[src/rtl/op_centric_deque.sv]
// ---------------------------------------------------------------------------
// op_centric_deque
//
// Double-ended queue built on one shift-register storage array, where entry 0
// is always the front. Four operation interfaces (push_back, push_front,
// pop_front, pop_back) use valid/ready handshakes. An operation fires when its
// en and rdy are both high. A small control unit turns the fired operations
// into one decoded op, then into a per-entry source select
// (hold / shift up / shift down / front data / back data).
//
// Parameters:
//   p_depth     number of entries (>= 2)
//   p_bitwidth  data width of each entry
//
// Ports:
//   clk, rst                         clock, synchronous active-high reset
//   push_back_en/rdy/data            append at tail
//   push_front_en/rdy/data           insert at head
//   pop_front_en/rdy, pop_front_data remove head; data = entry[0]
//   pop_back_en/rdy,  pop_back_data  remove tail; data = entry[count-1]
//   count                            current occupancy
// ---------------------------------------------------------------------------
module op_centric_deque #(
   parameter int unsigned p_depth    = 32,
   parameter int unsigned p_bitwidth = 32,
   localparam int unsigned CountW    = $clog2(p_depth + 1)
) (
   input  logic                  clk,
   input  logic                  rst,

   input  logic                  push_back_en,
   output logic                  push_back_rdy,
   input  logic [p_bitwidth-1:0] push_back_data,

   input  logic                  push_front_en,
   output logic                  push_front_rdy,
   input  logic [p_bitwidth-1:0] push_front_data,

   input  logic                  pop_front_en,
   output logic                  pop_front_rdy,
   output logic [p_bitwidth-1:0] pop_front_data,

   input  logic                  pop_back_en,
   output logic                  pop_back_rdy,
   output logic [p_bitwidth-1:0] pop_back_data,

   output logic [CountW-1:0]     count
);

   localparam logic [CountW-1:0] DepthC = CountW'(p_depth);
   localparam logic [CountW-1:0] OneC   = CountW'(1);

   // Decoded combination of fired operations.
   typedef enum logic [3:0] {
      OpNone,
      OpPushBack,
      OpPushFront,
      OpPopFront,
      OpPopBack,
      OpPushBackPopFront,
      OpPushBackPopBack,
      OpPushFrontPopFront,
      OpPushFrontPopBack
   } op_e;

   // Per-entry next-value source.
   typedef enum logic [2:0] {
      SelHold,
      SelUp,
      SelDown,
      SelFront,
      SelBack
   } sel_e;

   logic [p_bitwidth-1:0] entry_q [p_depth];
   logic [p_bitwidth-1:0] entry_d [p_depth];
   logic [p_bitwidth-1:0] up_src  [p_depth];
   logic [p_bitwidth-1:0] down_src[p_depth];
   sel_e                  sel     [p_depth];
   logic [CountW-1:0]     count_q, count_d;

   logic      not_full, not_empty;
   logic      push_back_fire, push_front_fire, pop_front_fire, pop_back_fire;
   logic      push_fire, pop_fire;
   logic [CountW-1:0] back_idx;
   op_e       op;

   // -------------------------------------------------------------------------
   // Handshakes: all readiness comes from the registered count, no bypass.
   // -------------------------------------------------------------------------
   always_comb begin
      not_full  = (count_q < DepthC);
      not_empty = (count_q != '0);

      push_front_rdy = !rst && not_full;
      push_back_rdy  = !rst && not_full && !push_front_en;
      pop_front_rdy  = !rst && not_empty;
      pop_back_rdy   = !rst && not_empty && !pop_front_en;

      push_back_fire  = push_back_en  && push_back_rdy;
      push_front_fire = push_front_en && push_front_rdy;
      pop_front_fire  = pop_front_en  && pop_front_rdy;
      pop_back_fire   = pop_back_en   && pop_back_rdy;

      push_fire = push_back_fire || push_front_fire;
      pop_fire  = pop_front_fire || pop_back_fire;
   end

   // -------------------------------------------------------------------------
   // Control unit: decode the fired operations into a single op.
   // The ready rules guarantee at most one push and one pop.
   // -------------------------------------------------------------------------
   always_comb begin
      op = OpNone;
      if (push_back_fire) begin
         if (pop_front_fire)     op = OpPushBackPopFront;
         else if (pop_back_fire) op = OpPushBackPopBack;
         else                    op = OpPushBack;
      end else if (push_front_fire) begin
         if (pop_front_fire)     op = OpPushFrontPopFront;
         else if (pop_back_fire) op = OpPushFrontPopBack;
         else                    op = OpPushFront;
      end else if (pop_front_fire) begin
         op = OpPopFront;
      end else if (pop_back_fire) begin
         op = OpPopBack;
      end
   end

   // Tail write slot: the free slot after the tail, or the old tail slot when a
   // pop in the same cycle frees it (pop_fire implies count_q > 0).
   always_comb begin
      back_idx = pop_fire ? (count_q - OneC) : count_q;
   end

   // Per-entry select generation.
   always_comb begin
      for (int i = 0; i < p_depth; i++) begin
         sel[i] = SelHold;
      end
      unique case (op)
         OpPushBack, OpPushBackPopBack: begin
            for (int i = 0; i < p_depth; i++) begin
               if (CountW'(i) == back_idx) sel[i] = SelBack;
            end
         end
         OpPushFront, OpPushFrontPopBack: begin
            // Entries past the tail shift too; they are don't-care.
            sel[0] = SelFront;
            for (int i = 1; i < p_depth; i++) begin
               sel[i] = SelUp;
            end
         end
         OpPopFront: begin
            for (int i = 0; i < p_depth - 1; i++) begin
               sel[i] = SelDown;
            end
         end
         OpPushBackPopFront: begin
            // Shift down, then the vacated tail slot takes the new data.
            for (int i = 0; i < p_depth - 1; i++) begin
               sel[i] = SelDown;
            end
            for (int i = 0; i < p_depth; i++) begin
               if (CountW'(i) == back_idx) sel[i] = SelBack;
            end
         end
         OpPushFrontPopFront: begin
            sel[0] = SelFront;
         end
         OpPopBack, OpNone: begin
         end
         default: begin
         end
      endcase
   end

   // -------------------------------------------------------------------------
   // Datapath: neighbour sources and per-entry next value.
   // -------------------------------------------------------------------------
   always_comb begin
      up_src[0] = entry_q[0];
      for (int i = 1; i < p_depth; i++) begin
         up_src[i] = entry_q[i-1];
      end
      down_src[p_depth-1] = entry_q[p_depth-1];
      for (int i = 0; i < p_depth - 1; i++) begin
         down_src[i] = entry_q[i+1];
      end
   end

   always_comb begin
      for (int i = 0; i < p_depth; i++) begin
         entry_d[i] = entry_q[i];
         unique case (sel[i])
            SelUp:    entry_d[i] = up_src[i];
            SelDown:  entry_d[i] = down_src[i];
            SelFront: entry_d[i] = push_front_data;
            SelBack:  entry_d[i] = push_back_data;
            default:  entry_d[i] = entry_q[i];
         endcase
      end
   end

   always_comb begin
      count_d = count_q;
      if (push_fire && !pop_fire) count_d = count_q + OneC;
      else if (pop_fire && !push_fire) count_d = count_q - OneC;
   end

   // -------------------------------------------------------------------------
   // State. Entry contents need no reset; only the occupancy matters.
   // -------------------------------------------------------------------------
   always_ff @(posedge clk) begin
      if (rst) count_q <= '0;
      else     count_q <= count_d;
   end

   always_ff @(posedge clk) begin
      for (int i = 0; i < p_depth; i++) begin
         entry_q[i] <= entry_d[i];
      end
   end

   // -------------------------------------------------------------------------
   // Read side: combinational from storage, zero when empty.
   // -------------------------------------------------------------------------
   always_comb begin
      pop_front_data = not_empty ? entry_q[0] : '0;
      pop_back_data  = '0;
      for (int i = 0; i < p_depth; i++) begin
         if (not_empty && (CountW'(i) == count_q - OneC)) pop_back_data = entry_q[i];
      end
   end

   assign count = count_q;

endmodule

[config.mk]
export PLATFORM = sky130hd
export DESIGN_NAME = op_centric_deque
export DESIGN_NICKNAME = d
export VERILOG_FILES = /design/src/rtl/op_centric_deque.sv
export SDC_FILE = /design/constraint.sdc
export NUM_CORES = 2
export LEC_CHECK = 0
export BUFFER_PORTS_ARGS = -buffer_cell sky130_fd_sc_hd__buf_2
export CAP_MARGIN = 20
export CELL_PAD_IN_SITES_DETAIL_PLACEMENT = 1
export CELL_PAD_IN_SITES_GLOBAL_PLACEMENT = 2
export CORE_MARGIN = 1.5
export CORE_UTILIZATION = 38
export DETAILED_ROUTE_END_ITERATION = 7
export PLACE_DENSITY = 0.79
export SETUP_SLACK_MARGIN = 0.2
export SLEW_MARGIN = 25
export SYNTH_ARGS = -nofsm -noshare
export SYNTH_HDL_FRONTEND = slang
export SYNTH_SLANG_ARGS = --single-unit
[constraint.sdc]
create_clock -name clk -period 5.05 [get_ports clk]
set_input_delay 0.2525 -clock clk [delete_from_list [all_inputs] [get_ports clk]]
set_output_delay 0.2525 -clock clk [all_outputs]
set_load 0.005 [all_outputs]
# After elaboration in Yosys (flattened, before gate mapping)
# Memories as Yosys holds them, arrays and structs flattened.
# Cells that the tools add are included.
# totals
reg_bits,6
input_bits,70
mem_bits_rw,1024
memories,1
output_inout_bits,74
# op_classes
n_eq_ne,195
order_cmp,1
n_reduce_logical,57
n_addsub,2
mux,142
# memory_table
name,depth,word_bits,rd,rd_ports_with_merged_regs,wr,line_no,rtl
entry_q,32,32,32,0,32,75,logic [p_bitwidth-1:0] entry_q [p_depth];
# op_table
cell,count
$pmux W32 S4,30
$mux W32,33
$pmux W90 S4,1
$mux W3,65
$eq A5 B6 Y1 const A,32
$pmux W32 S3,2
$eq A3 B2 Y1 const B,63
$eq A3 B3 Y1 const B,32
$eq A4 B6 Y1 const A,16
$eq A3 B1 Y1 const B,31
$eq A3 B6 Y1 const A,8
$logic_and A1 B1 Y1,42
$eq A2 B6 Y1 const A,4
$mux W4,6
$mux W6,3
$eq A1 B6 Y1 const A,2
$eq A4 B3 Y1 const B,3
$logic_not A6 Y1,2
$pmux W3 S4,1
$eq A4 B2 Y1 const B,2
$add A6 B1 Y6 const B,1
$lt A6 B6 Y1 const B,1
$pmux W3 S2,1
$reduce_bool A6 Y1,1
other kinds (8),15

# Longest topological paths before layout
# depth
word_depth,35
ltp_mapped,16

# Worst setup path after synthesis
# OpenSTA, ideal clock, no wires.
# synth_timing
path_type,register -> register
from,"register, netlist name count[0]"
to,memory entry_q[24][0] (netlist: entry_q[1][256]) (enable)
required_ns,4.584
setup_ns,0.466
stages_incl_launch_ff,11
slack_ns,-0.252
t_arrival_ns,4.837
cell_sequence,dfxtp_1 > buf_2 > buf_1 > inv_1 > ha_1 > nor3b_4 > a211oi_2 > buf_2 > mux2i_1 > o21ai_1 > o21ai_0
# synth_lines
item,line_no
to (decl),75

# Final worst setup path
# layout_timing
from,register count_q[0] (netlist: count[0])
to,output pop_back_data[2]
# layout_via
elab_chain_len,35
word_cells_on_any_way,98
classes_between,add/sub (1); eq/ne (31); mux (32); reduce/logical (34)
# layout_rtl
item,line_no,rtl
from (decl),80,"logic [CountW-1:0] count_q, count_d;"
from (signal assigned),216,else count_q <= count_d;
$sub A6 B1 Y6,232,if (not_empty && (CountW'(i) == count_q - OneC)) pop_back_data = entry_q[i];
$logic_not A6 Y1,232,
$logic_and A1 B1 Y1,232,
$mux W32 (31 in series),232,
$mux W32 (*),232,
to (decl),45,"output logic [p_bitwidth-1:0] pop_back_data,"
# Mark *: on every way between the ends. The rest lies on a longest branch, timed or not.

==> flow_summary.json <==
{
  "synthArstFlopShare_pct": 0,
  "synth.top_cell.area_share_pct": 51.9,
  "place_congestion": 0.968,
  "path_class": "reg -> out",
  "hp-class": "in -> reg",
  "clock-sinks": 1030,
  "rows": 144,
  "holdPathEnd": "entry_q[0][49]",
  "critPathSlowestCell": "a21oi_1",
  "drc": 4,
  "clk_pin_slew_ns": 0.06,
  "r2r-end": "entry_q[0][13]",
  "grt_usage_pct": 31.8,
  "grt_pass1_vias": 53800,
  "crit_path_start_kind": "register",
  "reg2reg_depth": 8,
  "worst-path-buf-inv": 5,
  "synth_top_cell_by_area": "edfxtp_1",
  "fin_nets": 6183,
  "rsz0062_at_grt": "yes",
  "grt_max_degree": 158,
  "layout_min_cycle_time_ns": 4.86,
  "h-tree-depth": 4,
  "synthFlopType": "edfxtp_1",
  "max-slew-margin-rel_pct": 30.1,
  "clk_path_buf_depth": 3,
  "drv_slew": 0,
  "whs_path_depth": 3,
  "die-area_sq_um": 158000,
  "cp_data_arrival_time_ns": 4.61,
  "core-area_sq_um": 154000,
  "status": "finished with violations",
  "setup_violations": 0,
  "die_w_microns": 398,
  "tns_ns": 0,
  "synth.cell_area_sq_um": 59300,
  "drv_cap": 0,
  "end_kind": "output port",
  "fmax_mhz": 206,
  "total_power_mw": 45.9,
  "tritoncts": "yes",
  "violations": "DRC",
  "r2r-start": "count[2]",
  "reg2reg_slack_ns": 0.68,
  "drive_above_1_share_pct": 14.8,
  "io-pin-count": 144,
  "grt_pass1_wl_microns": 378000,
  "cp.required_ns": 4.80,
  "num_vias": 54700,
  "syn-mean-instance-area_sq_um": 9.78,
  "grt-ovfl-total": 0,
  "fin_skew_ns": 0.0255,
  "cts_root_buffer": "clkbuf_16",
  "synth_cell_types": 90,
  "cp_cell_sequence": "buf_4 > ha_4 > buf_4 > clkinvlp_4 > buf_4 > and3_1 > a21oi_1 > o21ai_0 > a21oi_1 > nand4_1 > a211oi_2 > a21oi_1 > buf_2",
  "postLayoutSetupSlackWorst_ns": 0.186,
  "hold_viol": 0,
  "die_y_microns": 398,
  "port_buffers": 143,
  "vdd_drop_max_mv": 0.369,
  "critPathMaxStageDelay_ns": 0.49,
  "drt_first_pass_iters": 8,
  "drt-total-wl_microns": 258000,
  "synth_cells": 6061,
  "cts-buffers-inserted": 130,
  "synth_nets": 6139,
  "hpwl_microns": 194000,
  "initial_core_util_pct": 38.4,
  "fin_crit_sh_pct": 96.3,
  "yosysSeqAreaShare_pct": 52.1,
  "timing.hold.worst.start": "push_back_data[17]",
  "power_density_nw_per_um2": 671,
  "syn2layout_area_growth_pct": 15.3,
  "synth.ff_latch_count": 1030,
  "wl_per_cell_microns": 31.3,
  "tightestPinTransition_ns": 1.05,
  "critPathLaunch": "count[0]",
  "synth_edf_count": 1024,
  "layout_common_cells": "nand2_1, edfxtp_1, a22oi_1",
  "synthTopCellsByArea": "edfxtp_1, nand2_1, a22oi_1",
  "leakage_nw": 26.5,
  "vias_per_cell": 6.63,
  "antenna_found_initial": 10,
  "final_common_cell": "nand2_1",
  "path_delay_family": "compound AO/OA/AOI/OAI gates",
  "yosysWarningCount": 0,
  "cp_max_fo": 22,
  "first_iter_violations": 8047,
  "clk_latency_ns": 0.77,
  "place_ws_ns": -0.411,
  "antenna_left": 0
}
## where the power goes
part / internal [mW] / switching, mW
registers: 14.6 / 3.16
clock network: 5.23 / 3.84
logic: 6.32 / 12.7
total: 26.2 / 19.7
## cell type report
cell class | count | area [sq um]
inverter | 285 | 1080
timing repair buffer | 519 | 3870
sequential | 1030 | 30900
clock inverter | 64 | 448
multi-input combinational | 4139 | 25900
fill | 17000 | 86100
tap | 2044 | 2560
antenna | 4 | 10.0
clock buffer | 167 | 3540
## registers in the layout, indices dropped and copies added, names as in the netlist
signal / count
entry_q: 1024
count: 6
## cells in the mapped netlist (24+ instances only)
| master | instances |
|---|---|
| a222oi_1 | 263 |
| a21oi_1 | 168 |
| o211ai_1 | 34 |
| or3_1 | 24 |
| nand2_1 | 1415 |
| buf_2 | 152 |
| o21ai_1 | 31 |
| mux2_2 | 35 |
| a22oi_1 | 549 |
| o221ai_1 | 72 |
| inv_1 | 284 |
| clkbuf_1 | 420 |
| edfxtp_1 | 1024 |
| a221o_1 | 281 |
| a221oi_1 | 66 |
| buf_1 | 26 |
| and2_1 | 36 |
| nand3_1 | 67 |
| nand4_1 | 31 |
| o21a_1 | 25 |
| nor2_1 | 422 |
| nor3_1 | 106 |
| and3_1 | 24 |
| a31oi_1 | 25 |
| a211oi_1 | 45 |
| o22ai_1 | 68 |
| o21ai_0 | 88 |
## how the worst max path moves through the flow
stage,to,slack (ns),cells past startpoint
2_1_floorplan,entry_q[0][0],0.52,14
3_3_place_gp,pop_back_data[1],-0.40,12
3_5_place_dp,pop_back_data[1],-0.41,12
4_1_cts,pop_back_data[1],0.18,14
5_1_grt,pop_back_data[2],0.1,13
6_report,pop_back_data[2],0.19,13
## cells by family after synthesis
family	synth area share [%]
and+or+nand+nor	15.7
AOI/OAI and AO/OA	25.2
DFF	52.1
buffers and inverters	6.03
muxes	0.766
adders and majority gates	0.169
xor gates and xnor gates	0.0739
## worst register-to-register path: stages (launching register included)
cell and delay, ns:
dfxtp_2 0.63, nand3b_1 0.52, buf_4 0.39, a2111oi_0 0.40
a31o_2 0.20, nor2_2 0.04, buf_4 0.24, o31ai_1 0.61
nand3_2 0.79
## metrics by stage
stage          utilization (%)  instance area [sq um]  hold slack [ns]  std cells
3_3_place_gp              40.9                  63200            0.540       7966
6_report                  44.3                  68300            0.316       8252
5_1_grt                   44.2                  68300            0.337       8250
2_1_floorplan                -                  59300            0.465       6061
3_5_place_dp              41.0                  63300            0.549       7968
4_1_cts                   44.1                  68100            0.274       8245
## layer usage
metal  wire length, microns  share of wire, %  global-route usage (%)  vias to the layer above
met1                 108000                42                    43.5                    27900
met4                   8150               3.2                    9.94                        2
li1                       -                 -                       -                    23500
met5                     13            0.0050                       0                        -
met2                 120000                47                    51.4                     2933
met3                  21800               8.5                    5.09                      424
## what timing repair did
item	CTS	global route
buffers inserted	13	3
hold endpoints to repair	38	0
setup endpoints to repair	32	29
hold buffers	33	0
resized for setup	93	35
pin swaps	8	4
(Power assumes the default switching activity.)
